<file path="src/rtl/fifo_pkg.sv">
// Shared defaults and sizing helper for the synchronous FIFO.
// Imported by fifo.sv; the FIFO_ERR_FLAGS_EN option lives in the top.
package fifo_pkg;

    localparam int FIFO_DEPTH_DEF = 128;
    localparam int FIFO_WIDTH_DEF = 32;

    // Pointers carry one extra wrap bit beyond the address width.
    function automatic int fifo_ptr_width(input int depth);
        return $clog2(depth) + 1;
    endfunction

endpackage

</file>
<file path="src/rtl/fifo.sv">
// Flat single-clock FIFO with registered read data and registered full/empty flags.
// Define FIFO_ERR_FLAGS_EN to add registered o_overflow / o_underflow pulse outputs.
module fifo
    import fifo_pkg::*;
#(
    parameter int DEPTH = FIFO_DEPTH_DEF,
    parameter int WIDTH = FIFO_WIDTH_DEF
) (
    input  logic             i_clk,
    input  logic             i_rst,
    input  logic             wr_en,
    input  logic [WIDTH-1:0] wr_data,
    input  logic             rd_en,
    output logic [WIDTH-1:0] rd_data,
    output logic             o_full,
    output logic             o_empty
`ifdef FIFO_ERR_FLAGS_EN
    ,
    output logic             o_overflow,
    output logic             o_underflow
`endif
);

    localparam int AW = $clog2(DEPTH);
    localparam int PW = fifo_ptr_width(DEPTH);
    localparam logic [PW-1:0] PTR_ONE   = {{(PW-1){1'b0}}, 1'b1};
    localparam logic [PW-1:0] PTR_ZERO  = {PW{1'b0}};
    localparam logic [PW-1:0] DEPTH_CNT = {1'b1, {(PW-1){1'b0}}};

    logic [PW-1:0]                 wr_ptr;
    logic [PW-1:0]                 rd_ptr;
    logic [PW-1:0]                 count;
    logic [PW-1:0]                 count_nxt_s;
    logic [DEPTH-1:0][WIDTH-1:0]   fifo_mem;
    logic                          wr_acc_s;
    logic                          rd_acc_s;

    // Acceptance is judged against the registered flags, so a write at full stays dropped even alongside a read.
    assign wr_acc_s = wr_en & ~o_full;
    assign rd_acc_s = rd_en & ~o_empty;

    // Next occupancy from the accepted-transfer pair.
    always_comb begin
        count_nxt_s = count;
        case ({wr_acc_s, rd_acc_s})
            2'b10:   count_nxt_s = count + PTR_ONE;
            2'b01:   count_nxt_s = count - PTR_ONE;
            default: count_nxt_s = count;
        endcase
    end

    // Storage array; deliberately not cleared by reset, only blocked from writing during it.
    always_ff @(posedge i_clk) begin
        if (!i_rst && wr_acc_s) begin
            fifo_mem[wr_ptr[AW-1:0]] <= wr_data;
        end
    end

    // Pointers, occupancy, flags and registered read data.
    always_ff @(posedge i_clk) begin
        if (i_rst) begin
            wr_ptr  <= PTR_ZERO;
            rd_ptr  <= PTR_ZERO;
            count   <= PTR_ZERO;
            o_full  <= 1'b0;
            o_empty <= 1'b1;
            rd_data <= {WIDTH{1'b0}};
        end else begin
            if (wr_acc_s) begin
                wr_ptr <= wr_ptr + PTR_ONE;
            end
            if (rd_acc_s) begin
                rd_ptr  <= rd_ptr + PTR_ONE;
                rd_data <= fifo_mem[rd_ptr[AW-1:0]];
            end
            count   <= count_nxt_s;
            o_full  <= (count_nxt_s == DEPTH_CNT);
            o_empty <= (count_nxt_s == PTR_ZERO);
        end
    end

`ifdef FIFO_ERR_FLAGS_EN
    // One-cycle pulses reporting a dropped write or an ignored read.
    always_ff @(posedge i_clk) begin
        if (i_rst) begin
            o_overflow  <= 1'b0;
            o_underflow <= 1'b0;
        end else begin
            o_overflow  <= wr_en & o_full;
            o_underflow <= rd_en & o_empty;
        end
    end
`endif

endmodule

</file>
<file path="config.mk">
export PLATFORM = sky130hd
export DESIGN_NAME = fifo
export DESIGN_NICKNAME = d
export VERILOG_FILES = /design/src/rtl/fifo_pkg.sv /design/src/rtl/fifo.sv
export SDC_FILE = /design/constraint.sdc
export NUM_CORES = 2
export LEC_CHECK = 0
export BUFFER_PORTS_ARGS = -buffer_cell sky130_fd_sc_hd__buf_2
export CAP_MARGIN = 20
export CORE_AREA = 10 10 492 542
export DETAILED_ROUTE_END_ITERATION = 8
export DIE_AREA = 0 0 502 552
export PLACE_DENSITY = 0.75
export SYNTH_ARGS = -nofsm -noshare
export SYNTH_HDL_FRONTEND = slang
export SYNTH_SLANG_ARGS = --single-unit
</file>
<file path="constraint.sdc">
create_clock -name i_clk -period 4.25 [get_ports i_clk]
set_input_delay 0.85 -clock i_clk [delete_from_list [all_inputs] [get_ports i_clk]]
set_output_delay 0.85 -clock i_clk [all_outputs]
set_load 0.01 [all_outputs]
</file>
==> qor.yml <==
avgSynthCellArea_um2: 21.6
groute.usage.overall: 0.333
post_layout_nonfiller_instances: 11600
postSynth.topFlopCell: "sky130_fd_sc_hd__edfxtp_1"
timing.hold.worst_endpoint: "fifo_mem[2972]$_DFFE_PP_"
critPathSlowestCell: "sky130_fd_sc_hd__dfxtp_4"
number_of_synthesized_flops_with_an_enable_pin: 4096
drtPass1Iterations: 8
grt.overflow.total: 0
routed_via_density: 7.25
wl_per_cell_um: 39.9
synth.area.top_cells: "sky130_fd_sc_hd__edfxtp_1 (77%), sky130_fd_sc_hd__mux4_2 (12%), sky130_fd_sc_hd__mux2i_1 (3.7%)"
cp_slowest_stage_delay_ps: 910
cts-buffers-inserted: 399
post_synth_inst_count: 7379
hold_path.class: "in2reg"
cts_root_buf: "sky130_fd_sc_hd__clkbuf_16"
synth_largest_area_cell: "sky130_fd_sc_hd__edfxtp_1"
maxCapViolations: 0
clock_latency_late_sink_ps: 960
layout.nets: 7988
fin_skew_ps: 64.6
cellPowerDensity_nw_per_um2: 495
fillers: 14200
mappedNetlistArea_um2: 160000
share_of_post_route_cells_with_drive_strength_above_1: 0.268
min_period_over_period: 1.03
crit_path_max_fanout: 28
top_library_cells_by_usage_in_the_layout_fill_and_taps_aside: "sky130_fd_sc_hd__edfxtp_1 (4096), sky130_fd_sc_hd__mux4_2 (842), sky130_fd_sc_hd__mux2i_1 (592)"
yosysTopAreaCellShare: 0.770
cts.reportedPaths.clkPinSlew_ps: 60
grt_pass1_vias: 82700
grt_setup_unrepaired: "no"
grt_antenna_before_repair: 39
layout_setup_ws_ps: -122
post-route-cell-area_um2: 182000
hold_fails_final_rpt: 0
maxSlewViolCount: 0
hold_slack_ps: 367
io_buffers: 69
fmax_mhz: 229
timing.rr.start: "rd_ptr[0]$_SDFFE_PP0N_"
floorplan.die.height_um: 552
cts_tree: "built"
synthesis.yosys.warnings: 0
ioPinCount: 70
count_of_cells_along_the_worst_register_to_register_path: 8
r2r_setup_slack_ps: -120
worstHoldPathCells: 1
dr.first_iter.drc_count: 15200
tightest_slew_ps: 1310
synthesis.nets: 7420
finalWirelength_um: 464000
wire_length_of_the_first_global_routing_pass_um: 648000
worstReg2RegEnd: "rd_data[29]$_SDFFE_PP0N_"
timing.max_slew.rel_slack: 0.123
gpl.final_weighted_congestion: 1.02
synth-seq-cells: 4152
end_kind: "register"
placeableCoreArea_um2: 255000
utilization: 0.712
synth_sequential_area_ratio: 0.777
p_leak_nw: 55.0
worst_ir_drop_vdd_v: 0.000441
antenna_violating_nets_post_route: 0
dieArea_um2: 277000
place.detailed.instances: 10900
run_status: "finished with violations"
start_kind: "register"
hold_path.startpoint: "wr_data[28]"
cts_buffer_depth: 4
layout_area_growth_over_synthesis_pct: 13.9
crit_type: "reg2reg"
crit_required_ps: 5050
timing.final.setup_violations: 1
timing.critical_path.cells: "buf_12, buf_12, mux4_2, mux4_2, a22oi_1, nand3_1, a31oi_1, a31oi_1"
rows: 195
totalPowerFinal_w: 0.0901
drc: 0
worst-endpoint-arrival_ps: 5180
dr_total_vias: 84400
violations: "negative setup slack"
finalCriticalPeriod_ps: 4370
initial_core_util: 0.625
cts.htree.levels: 5
layout_commonest_cell: "sky130_fd_sc_hd__edfxtp_1"
clock_sinks: 4152
dpl.hpwl_um: 271000
fp.dieW_um: 502
grt_max_degree: 129
post_dp_cell_area_um2: 169000
synthArstFlopShare: 0
synth_cell_types: 68
what timing repair did:
item                                    4_1_cts  5_1_grt
buffers inserted                              1        0
pin swaps                                     0        0
hold buffers                                  0        0
resized for setup                             0        1
endpoints found under the setup margin        2        1
where the power goes:
group	total (W)	switching (W)	internal, W
Combinational	0.00955	0.00544	0.00411
Sequential	0.0454	0.000323	0.0451
Clock	0.0352	0.0151	0.0200
how the worst max path moves through the flow:
stage	depth (start not counted)	from	endpoint	slack, ps
after CTS	9	rd_ptr[2]$_SDFFE_PP0N_	rd_data[13]$_SDFFE_PP0N_	50
after global routing	8	rd_ptr[0]$_SDFFE_PP0N_	rd_data[29]$_SDFFE_PP0N_	10
after floorplan	15	rd_en	o_empty$_SDFF_PP1_	270
final	8	rd_ptr[0]$_SDFFE_PP0N_	rd_data[29]$_SDFFE_PP0N_	-120
after global placement	8	rd_ptr[0]$_SDFFE_PP0N_	rd_data[29]$_SDFFE_PP0N_	-60
after detailed placement	8	rd_ptr[0]$_SDFFE_PP0N_	rd_data[13]$_SDFFE_PP0N_	-140
metal layers:
metal	vias to the layer above	share of wire	track usage	wire length (um)
met1	43600	0.33	0.452	153000
met2	7241	0.45	0.489	210000
li1	32200	-	-	-
met4	18	0.068	0.183	31800
met5	-	0.00026	0.000348	119
met3	1332	0.15	0.102	69500
registers in the layout, indices dropped and copies added, names as in the netlist:
register	flops
o_empty	1
rd_data	32
rd_ptr	7
o_full	1
wr_ptr	7
count	8
fifo_mem	4096
kinds of logic after synthesis:
kind of cell,after synthesis,share of synthesized area
AOI/OAI and AO/OA,688,0.0301
xor gates and xnor gates,17,0.000932
adders and majority gates,5,0.000392
buffers and inverters,448,0.0154
DFF,4152,0.777
muxes,1487,0.160
and+or+nand+nor,582,0.0165
cell usage after synthesis (73+ instances only):
cell type and number:
sky130_fd_sc_hd__a21oi_1 104, sky130_fd_sc_hd__nor2_1 185, sky130_fd_sc_hd__mux4_2 842, sky130_fd_sc_hd__clkbuf_1 160, sky130_fd_sc_hd__mux2i_1 592, sky130_fd_sc_hd__buf_4 73
sky130_fd_sc_hd__o21ai_0 94, sky130_fd_sc_hd__edfxtp_1 4096, sky130_fd_sc_hd__nand2_1 173, sky130_fd_sc_hd__nand3_1 102, sky130_fd_sc_hd__a22oi_1 155, sky130_fd_sc_hd__buf_2 141
final cells by class:
| type | instances | area, um2 | area share |
|---|---|---|---|
| Clock inverter | 225 | 2320 | 0.0128 |
| Tap cell | 3349 | 4190 | 0.0230 |
| Multi-Input combinational cell | 2779 | 34200 | 0.188 |
| Timing Repair Buffer | 603 | 6530 | 0.0359 |
| Inverter | 12 | 50.0 | 0.000275 |
| Antenna cell | 24 | 60.1 | 0.000330 |
| Clock buffer | 494 | 10500 | 0.0575 |
| Sequential cell | 4152 | 124000 | 0.682 |
critical path: cells and delay by family, from the launching register on:
family          cells  cell delay [ps]
flops               1              910
simple gates        1              250
mux                 2             1070
buf+inv             2              620
compound gates      3             1320
stage by stage:
step	TNS [ps]	setup WS, ps
4_1_cts	0	46.0
3_5_place_dp	-215	-140
5_1_grt	0	14.1
2_1_floorplan	0	272
3_3_place_gp	-105	-61.8
6_report	-122	-122
(Power assumes the default switching activity.)
